**src/rtl/step_clock_ctrl.sv**
```systemverilog
// step_clock_ctrl: BUFGCE enable sequencer for free-run, exact stepping and readback capture.
// Optional HALT_TRIGGER_EN macro enables halt_req breakpoints that end RUN/STEP early.
module step_clock_ctrl #(
  parameter int CNT_W         = 32,
  parameter int SETTLE_CYCLES = 4
) (
  input  logic             clk,
  input  logic             rst,
  input  logic             cmd_valid,
  output logic             cmd_ready,
  input  logic [1:0]       cmd_op,
  input  logic [CNT_W-1:0] cmd_count,
  input  logic             halt_req,
  output logic             clk_ce,
  output logic             capture,
  input  logic             capture_done,
  output logic             busy,
  output logic             halted,
  output logic [CNT_W-1:0] cycles_run
);
  localparam logic [2:0] IDLE     = 3'd0;
  localparam logic [2:0] RUN      = 3'd1;
  localparam logic [2:0] STEP     = 3'd2;
  localparam logic [2:0] SETTLE   = 3'd3;
  localparam logic [2:0] CAPTURE  = 3'd4;
  localparam logic [2:0] WAIT_ACK = 3'd5;

  logic [2:0]       state, state_n;
  logic [CNT_W-1:0] cnt;
  logic [7:0]       scnt;
  logic             cap_flag, halt, fire, clear;

`ifdef HALT_TRIGGER_EN
  assign halt = halt_req && (state == RUN || state == STEP);
  always_ff @(posedge clk or posedge rst)
    if (rst) halted <= 1'b0;
    else halted <= fire ? 1'b0 : (halt ? 1'b1 : halted);
`else
  logic unused_halt_req;
  assign unused_halt_req = halt_req;
  assign halt = 1'b0;
  assign halted = 1'b0;
`endif

  assign cmd_ready = !rst && (state == IDLE || state == RUN) && !halt;
  assign fire      = cmd_valid && cmd_ready;
  assign clear     = fire && (cmd_op[1] || (cmd_op == 2'b01 && state == IDLE));
  assign busy      = state != IDLE;
  assign capture   = state == CAPTURE;

  always_comb begin
    state_n = state;
    if (halt) state_n = (state == STEP && cap_flag) ? SETTLE : IDLE;
    else if (fire) state_n = cmd_op == 2'b00 ? IDLE :
                             cmd_op == 2'b01 ? RUN :
                             cmd_count != '0 ? STEP :
                             cmd_op[0] ? SETTLE : IDLE;
    else if (state == STEP && cnt == '0) state_n = cap_flag ? SETTLE : IDLE;
    else if (state == SETTLE && scnt == 8'd0) state_n = CAPTURE;
    else if (state == CAPTURE) state_n = WAIT_ACK;
    else if (state == WAIT_ACK && capture_done) state_n = IDLE;
  end

  // CE is high for every cycle the run state persists, one cycle behind the state
  always_ff @(posedge clk or posedge rst)
    if (rst) begin
      state      <= IDLE;
      clk_ce     <= 1'b0;
      cnt        <= '0;
      scnt       <= 8'(SETTLE_CYCLES - 1);
      cap_flag   <= 1'b0;
      cycles_run <= '0;
    end else begin
      state  <= state_n;
      clk_ce <= (state == RUN || state == STEP) && state_n == state;
      if (fire && cmd_op[1]) begin
        cnt      <= cmd_count;
        cap_flag <= cmd_op[0];
      end else if (state == STEP && cnt != '0) cnt <= cnt - CNT_W'(1);
      scnt       <= state == SETTLE ? scnt - 8'd1 : 8'(SETTLE_CYCLES - 1);
      cycles_run <= clear ? '0 : (clk_ce && !(&cycles_run)) ? cycles_run + CNT_W'(1) : cycles_run;
    end
endmodule

```
**config.mk**
```make
export PLATFORM = sky130hd
export DESIGN_NAME = step_clock_ctrl
export DESIGN_NICKNAME = d
export VERILOG_FILES = /design/src/rtl/step_clock_ctrl.sv
export SDC_FILE = /design/constraint.sdc
export NUM_CORES = 1
export LEC_CHECK = 0
export ABC_AREA = 1
export CAP_MARGIN = 15
export CORE_MARGIN = 5
export CORE_UTILIZATION = 60
export DETAILED_ROUTE_END_ITERATION = 10
export GPL_TIMING_DRIVEN = 1
export PLACE_DENSITY_LB_ADDON = 0.3
export SETUP_SLACK_MARGIN = 0.2
export SYNTH_ARGS = -nofsm -noshare
export SYNTH_HDL_FRONTEND = slang
export SYNTH_SLANG_ARGS = --single-unit
```
**constraint.sdc**
```tcl
create_clock -name clk -period 8.2 [get_ports clk]
set_clock_uncertainty 0.15 [all_clocks]
set_input_delay 1.64 -clock clk [delete_from_list [all_inputs] [get_ports clk]]
set_output_delay 1.64 -clock clk [all_outputs]
set_load 0.005 [all_outputs]
```
### Yosys cells after proc, flatten, opt, wreduce, memory -nomap -nowiden

Cells that the tools add are included.

* flip-flop bits (word level): 77
* input bits: 39

* muxes and demuxes: 15
* reductions and logical operators: 26
* add/sub/neg operators: 3
* equality and inequality tests: 7

Operators by type and width (number)
* 32-bit 2-to-1 mux: 4
* 32-bit nonzero test: 2
* 32-bit by 1-bit adder with 32-bit output, second input constant: 1
* 32-bit zero test: 1
* 32-bit AND reduction: 1
* 32-bit by 1-bit subtractor with 32-bit output, second input constant: 1
* 3-bit 2-to-1 mux: 5
* 1-bit logical AND: 11
* 2-bit 2-to-1 mux: 5
* 8-bit zero test: 1
* 8-bit 2-to-1 mux: 1
* 8-bit by 1-bit subtractor with 8-bit output, second input constant: 1
* 3-bit by 2-bit equality test with 1-bit output, second input constant: 2
* 3-bit equality test, second input constant: 2
* 2-bit nonzero test: 2
* 3-bit by 1-bit equality test with 1-bit output, second input constant: 1
* 3-bit equality test: 1
* 3-bit zero test: 1
* 1-bit logical OR: 3
* 3-bit nonzero test: 1
* 2-bit by 1-bit equality test with 1-bit output, second input constant: 1
* 1-bit zero test: 2
* 2-bit zero test: 1

### Depth between registers and ports, before layout

Gate-level depths: netlist (run 1).

* depth in word-level cells: 9
* mapped depth: 13
* mapped depth without buffers: 13

### Worst setup path after synthesis (run 1)

OpenSTA, ideal clock, no wires.

* path type: input-to-output
* start: input rst
* end: output cmd_ready
* path slack: 4.608 ns
* stages: 1
* required time: 6.410 ns
* path buffers: 0
* data arrival time: 1.802 ns
* cells stage by stage: nor3_4

* word-level cells in the longest chain between the ends: 2

RTL lines
* from (decl): RTL line 8 `input logic rst,`
* 1-bit zero test (no line)
* 1-bit logical AND: RTL line 45 `assign cmd_ready = !rst && (state == IDLE || state == RUN) && !halt;`
* to (decl): RTL line 10 `output logic cmd_ready,`

No other way between the ends.

### Worst setup path after layout (run 1)

Same ends and word-level chain as after synthesis.

==> qor.log, run 1 <==
qor: setup_path.timing.critical_path.buf_inv 2
qor: sta.fin_ws 3.572 ns
qor: synthesis.yosysMostFrequentCell sky130_fd_sc_hd__nand2_1
qor: routing.num_vias 5,438
qor: synthesis.ys_ff_latch 77
qor: clock_network.cts_hold_buffers 0
qor: clock_network.post_cts.resized_instances 0
qor: sta.hold_ws 0.3075 ns
qor: clock_network.cts_buffers 9
qor: die.design.core.area 8806 um2
qor: routing.drt_iter0_markers 462
qor: finish.diodes 0
qor: synthesis.netlist_instances 770
qor: power.power_switching 0.1564 mW
qor: clock_network.clock_latency 0.35 ns
qor: job.drv_cap 0
qor: routing.via_density_per_instance 5.718
qor: finish.fraction_of_layout_instances_using_a_drive_strength_above_1 9.609%
qor: synthesis.synth_largest_area_cell sky130_fd_sc_hd__dfrtp_1
qor: sta.tightest_slew 0.9976 ns
qor: status.result_of_the_run completed
qor: synthesis.syn_area 5461 um2
qor: sta.fin_crit_sh 56.44%
qor: setup_path.sort_of_element_at_the_start_of_the_critical_path input port
qor: die.initial_core_util 62.02%
qor: grt.grt_start_max_net_pins 78
qor: grt.grt_overflow_total 0
qor: setup_path.crit_path_cell_trace clkdlybuf4s50_1 -> nor3_4 -> clkdlybuf4s50_1
qor: power.power.share.combinational 5.3%
qor: setup_path.critical_path.slowest_cell sky130_fd_sc_hd__clkdlybuf4s50_1
qor: synthesis.synth.net_count 814
qor: setup_path.cp_data_arrival_time 2.84 ns
qor: finish.syn2layout_area_growth 16.84%
qor: grt.antenna_found_initial 0
qor: hold_path.holdCritPathClass reg -> reg
qor: routing.drt_pre_antenna_iters 5
qor: sta.final_max_slew_viol_count 0
qor: clock_network.path_clk_slew 0.07 ns
qor: die.die_x 105.4 um
qor: clock_network.h_tree_depth 3
qor: finish.final.fill_count 740
qor: die.floorplan.die_area 11,110 um2
qor: placement.buffer_ports.inserted 73
qor: sta.finalHoldViolCount 0
qor: placement.placement.cell_area 6207 um2
qor: power.power.static_leakage 2.674 nW
qor: setup_path.critical_path.max_fanout 2
qor: setup_path.reg2reg_from state[2]
qor: synthesis.syn-mean-instance-area 7.093 um2
qor: setup_path.timing.critical_path.max_delay_family buffers and inverters
qor: sta.timing.final.setup_violations 0
qor: sta.timing.max_slew.rel_slack 33.49%
qor: synthesis.synth_seq_area_share 35.33%
qor: synthesis.synthArstFlopShare 100.0%
qor: power.max-vdd-ir-drop 87.75 uV
qor: power.p_int 0.5391 mW
qor: finish.final_area 6381 um2
qor: placement.detailed_place_hpwl 10,970 um
qor: placement.placement.setup.worst_slack 3.571 ns
qor: synthesis.synth_top_cells_by_area sky130_fd_sc_hd__dfrtp_1, sky130_fd_sc_hd__nand2_1, sky130_fd_sc_hd__nor2_1, sky130_fd_sc_hd__inv_1, sky130_fd_sc_hd__nand3_1
qor: setup_path.reg2reg_slack 5.47 ns
qor: setup_path.end_kind output port
qor: die.die_height 105.4 um
qor: synthesis.synthDistinctLibCells 43
qor: power.power_per_unit_of_standard_cell_area 109.0 nW/um2
qor: power.switching_share 22.48%
qor: grt.number_of_global_route_vias_before_repair 5,223
qor: grt.grt_usage 26.92%
qor: sta.period_needed 4.628 ns
qor: routing.ant_nets 0
qor: placement.globalplace.congestion 0.9557
qor: clock_network.clock_sinks 77
qor: finish.num-nets-final 883
qor: synthesis.synth-edff-count 0
qor: sta.final.setup.tns 0 ns
qor: setup_path.crit_path_max_incr_delay 0.54 ns
qor: setup_path.worstPathRequired 6.41 ns
qor: die.fp-row-count 34
qor: die.io_pins 76
qor: finish.area_occupied_by_multi_input_gates 3064 um2
qor: sta.achievable-frequency 0.2161 GHz
qor: grt.global_route_wire_length_before_repair 24,670 um
qor: synthesis.synth_top_area_share 34.36%
qor: hold_path.hold_path.startpoint scnt[0]
qor: power.p_clk_share 39.8%
qor: clock_network.tritoncts built
qor: sta.grt_setup_unrepaired no
qor: setup_path.timing_worst_setup_path_type in -> out
qor: clock_network.count_of_buffers_added_by_post_cts_timing_repair_for_setup 0
qor: clock_network.clock_tree_root_driver_cell sky130_fd_sc_hd__clkbuf_8
qor: power.p_seq_share 55.0%
qor: synthesis.yosys_warnings 0
qor: hold_path.worst_hold_path.endpoint scnt[0]
qor: clock_network.clock_path_buffers 2
qor: finish.final-seq-area 1929 um2
qor: setup_path.crit_path_frequent_cell sky130_fd_sc_hd__clkdlybuf4s50_1
qor: setup_path.worstReg2RegEnd cycles_run[27]
qor: routing.drt_drc_violations_left 0
qor: setup_path.ff2ff_path_depth 8
qor: synthesis.synth_flop_cell sky130_fd_sc_hd__dfrtp_1
qor: synthesis.synthTopCellsByCount sky130_fd_sc_hd__nand2_1, sky130_fd_sc_hd__nor2_1, sky130_fd_sc_hd__inv_1
qor: routing.detail_route.wl_per_cell 15.28 um
qor: routing.detail_route.wirelength 14,540 um
qor: hold_path.whs_path_depth 1
[how the worst max path moves through the flow]
stage | from | cells after the start | to | slack (ns)
4_1_cts | rst | 3 | cmd_ready | 3.56
3_3_place_gp | rst | 3 | cmd_ready | 3.57
5_1_grt | rst | 3 | cmd_ready | 3.53
6_report | rst | 3 | cmd_ready | 3.57
3_5_place_dp | rst | 3 | cmd_ready | 3.57
2_1_floorplan | rst | 1 | cap_flag | 4.45
[worst register-to-register path, cell delays in order (launching register included)]
cell and delay (ns):
sky130_fd_sc_hd__dfrtp_1 0.55, sky130_fd_sc_hd__nor3_4 0.09, sky130_fd_sc_hd__nand2_4 0.12, sky130_fd_sc_hd__nor2_8 0.12
sky130_fd_sc_hd__a21oi_4 0.76, sky130_fd_sc_hd__nand2_4 0.41, sky130_fd_sc_hd__inv_1 0.31, sky130_fd_sc_hd__nand2_1 0.08
sky130_fd_sc_hd__nand2_1 0.07
[state kept, by name, indices dropped and copies added, names as in the netlist]
name,cells
cnt,32
state,3
clk_ce,1
scnt,8
cap_flag,1
cycles_run,32
[layer usage]
layer	part of all wire (%)	track usage (%)
met5	0	0
met4	1.7	8.716
met3	7.5	3.545
met2	47	42.53
met1	44	38.39
[cell usage in the layout (no fill, tap or decap), types with 10 or more instances in the layout]
cell type / instances
sky130_fd_sc_hd__a21oi_1: 19
sky130_fd_sc_hd__clkdlybuf4s50_1: 73
sky130_fd_sc_hd__dfrtp_1: 75
sky130_fd_sc_hd__inv_1: 80
sky130_fd_sc_hd__nand2_1: 220
sky130_fd_sc_hd__nand3_1: 56
sky130_fd_sc_hd__nand4_1: 25
sky130_fd_sc_hd__nor2_1: 117
sky130_fd_sc_hd__nor3_1: 14
sky130_fd_sc_hd__o211ai_2: 10
sky130_fd_sc_hd__o21ai_0: 19
sky130_fd_sc_hd__o21ai_2: 18
sky130_fd_sc_hd__xor2_1: 27
[power by group through the flow]
stage | clock network [mW] | registers (mW) | logic, mW
2_1_floorplan | 0 | 0.389 | 0.0121
3_3_place_gp | 0 | 0.390 | 0.0362
3_5_place_dp | 0 | 0.390 | 0.0370
4_1_cts | 0.279 | 0.382 | 0.0372
5_1_grt | 0.298 | 0.382 | 0.0405
6_report | 0.277 | 0.382 | 0.0367
[through the flow]
stage | power (mW) | util (%) | instances
CTS | 0.6986 | 72.46 | 951
floorplan | 0.4015 | - | 770
global placement | 0.4257 | 70.49 | 936
detailed placement | 0.4267 | 70.49 | 936
finish | 0.6955 | 72.46 | 951
global route | 0.7212 | 72.46 | 951
[cell type report]
cell class | instances | area share, %
Multi-Input combinational cell | 589 | 48.02
Sequential cell | 77 | 30.24
Timing Repair Buffer | 74 | 11.57
Clock buffer | 13 | 2.176
Clock inverter | 2 | 0.5490
Inverter | 88 | 5.333
Tap cell | 108 | 2.118
[logic make-up after synthesis]
group                      count (synthesis)  share of synthesized area (%)
and+or+nand+nor                          471                          39.20
buffers and inverters                    104                          8.568
AOI/OAI and AO/OA                         83                          11.04
DFF                                       77                          35.33
xor gates and xnor gates                  29                          4.651
adders and majority gates                  5                          1.145
other                                      1                        0.06866
Note: power is estimated with default switching activity, not from simulation.
==> run 2: changes to the inputs <==
- CORE_UTILIZATION: 60 -> 50
- clock period: 8.2 -> 4.2 ns (I/O delays scaled with it)
==> run 2 against run 1 <==
- final cell count increased by 3.6%
- design area grew 1.7%
- die area up 18%
- sequential power increased by 95%
- worst hold slack got worse by 0.0013 ns
- sequential share of layout area down 0.52 points
- combinational power increased by 99%
- routed wire length fell by 0.21%
- critical path type unchanged
- largest power group unchanged
==> qor.log, run 2 (synthesis gave the netlist of run 1 again) <==
qor: routing.num_vias 5,387
qor: setup_path.worstPathRequired 3.21 ns
qor: setup_path.sort_of_element_at_the_start_of_the_critical_path input port
qor: setup_path.end_kind output port
qor: power.power_switching 0.3231 mW
qor: die.design.core.area 10,790 um2
qor: grt.grt_start_max_net_pins 69
qor: sta.timing.max_slew.rel_slack 56.25%
qor: power.p_clk_share 44.3%
qor: routing.route.met3.wl 1046 um
qor: routing.wl_met1 6387 um
qor: setup_path.cp_data_arrival_time 2.05 ns
qor: clock_network.clock_path_buffers 2
qor: finish.num-nets-final 884
qor: grt.global_route_wire_length_before_repair 24,750 um
qor: sta.tightest_slew 0.6502 ns
qor: clock_network.cts_buffers 9
qor: sta.grt_setup_unrepaired no
qor: finish.final_common_cell sky130_fd_sc_hd__nand2_1
qor: clock_network.clock_tree_root_driver_cell sky130_fd_sc_hd__clkbuf_8
qor: die.io_pins 76
qor: finish.largest_registers cnt (32), cycles_run (32), scnt (8)
qor: placement.detailed_place_hpwl 10,870 um
qor: sta.period_needed 3.040 ns
qor: finish.diodes 0
qor: routing.via_density_per_instance 5.469
qor: finish.fraction_of_layout_instances_using_a_drive_strength_above_1 10.18%
qor: sta.achievable-frequency 0.3289 GHz
qor: routing.detail_route.wl_per_cell 14.73 um
qor: sta.fin_crit_sh 72.39%
qor: routing.drt_pre_antenna_iters 6
qor: finish.layout.cells.most_common_list sky130_fd_sc_hd__nand2_1, sky130_fd_sc_hd__nor2_1, sky130_fd_sc_hd__inv_1
qor: finish.syn2layout_area_growth 18.88%
qor: routing.drt_iter0_markers 484
qor: setup_path.critical_path.max_fanout 2
qor: power.power.share.combinational 5.0%
qor: sta.timing.final.setup_violations 0
qor: clock_network.clock_sinks 77
qor: die.floorplan.die_area 13,110 um2
qor: power.max-vdd-ir-drop 161.1 uV
qor: clock_network.clock_latency 0.36 ns
qor: status.result_of_the_run completed
qor: routing.drt_drc_violations_left 0
qor: grt.grt_overflow_total 0
qor: sta.hold_ws 0.3063 ns
qor: grt.grt_usage 23.21%
qor: clock_network.count_of_buffers_added_by_post_cts_timing_repair_for_setup 0
qor: die.die_height 114.5 um
qor: grt.number_of_global_route_vias_before_repair 5,300
qor: placement.globalplace.congestion 0.9120
qor: routing.top_signal_layer_used met4
qor: grt.antenna_found_initial 0
qor: power.power.static_leakage 2.712 nW
qor: clock_network.cts_hold_buffers 0
qor: clock_network.post_cts.resized_instances 0
qor: placement.buffer_ports.inserted 73
qor: die.die_x 114.5 um
qor: routing.ant_nets 0
qor: die.fp-row-count 38
qor: power.power_per_unit_of_standard_cell_area 226.5 nW/um2
qor: power.p_int 1.147 mW
qor: clock_network.h_tree_depth 3
qor: hold_path.holdCritPathClass reg -> reg
qor: power.switching_share 21.97%
qor: clock_network.tritoncts built
qor: sta.final_max_slew_viol_count 0
qor: finish.final_area 6492 um2
qor: routing.detail_route.wirelength 14,510 um
qor: clock_network.path_clk_slew 0.07 ns
qor: power.p_seq_share 50.7%
qor: die.initial_core_util 50.60%
qor: placement.placement.cell_area 6267 um2
qor: job.drv_cap 0
qor: sta.finalHoldViolCount 0
qor: setup_path.timing_worst_setup_path_type in -> out
qor: routing.met2WireLength 6792 um
qor: sta.final.setup.tns 0 ns
[run 2: worst paths after layout]
| kind | from | end | slack (ns) | cells past startpoint |
|---|---|---|---|---|
| worst max-delay path | rst | cmd_ready | 1.16 | 3 |
| worst min-delay path | scnt[0] | scnt[0] | 0.31 | 1 |
| worst max register to register | cycles_run[0] | cycles_run[20] | 1.64 | 11 |
| worst min register to register | scnt[0] | scnt[0] | 0.31 | 1 |
| max in group asynchronous | rst | cnt[23] | 2.61 | 3 |
| min in group asynchronous | rst | scnt[7] | 0.66 | 2 |
[run 2: worst max-delay path, cell delays in order]
cell                              delay, ns
sky130_fd_sc_hd__clkdlybuf4s50_1       0.48
sky130_fd_sc_hd__nor3_4                0.19
sky130_fd_sc_hd__clkdlybuf4s50_1       0.54
[run 2: routing by layer]
metal / track usage, % / vias up
li1: - / 2627
met1: 31.87 / 2538
met2: 37.21 / 195
met3: 3.118 / 27
met4: 8.868 / 0
met5: 0 / -
[run 2: area by class of cell]
| type | instances | area, um2 |
|---|---|---|
| Tap cell | 140 | 175.2 |
| Fill cell | 999 | 4300 |
| Inverter | 88 | 340.3 |
| Clock inverter | 4 | 70.07 |
| Sequential cell | 77 | 1929 |
| Clock buffer | 12 | 155.1 |
| Timing Repair Buffer | 75 | 758.2 |
| Multi-Input combinational cell | 589 | 3064 |
[run 2: through the flow]
step                power (mW)  util, %  cells  worst slack, ns
detailed placement      0.8344    58.07    969            1.040
floorplan               0.7838        -    770            1.247
global route             1.524    60.16    985            1.110
CTS                      1.481    60.16    985            1.153
finish                   1.470    60.16    985            1.160
global placement        0.8330    58.07    969            1.124
[run 2: power by group through the flow]
| stage | clock network [mW] | logic [mW] | registers [mW] |
|---|---|---|---|
| floorplan | 0 | 0.0235 | 0.760 |
| global placement | 0 | 0.0725 | 0.761 |
| detailed placement | 0 | 0.0737 | 0.761 |
| CTS | 0.660 | 0.0741 | 0.746 |
| global route | 0.697 | 0.0810 | 0.747 |
| finish | 0.652 | 0.0729 | 0.746 |
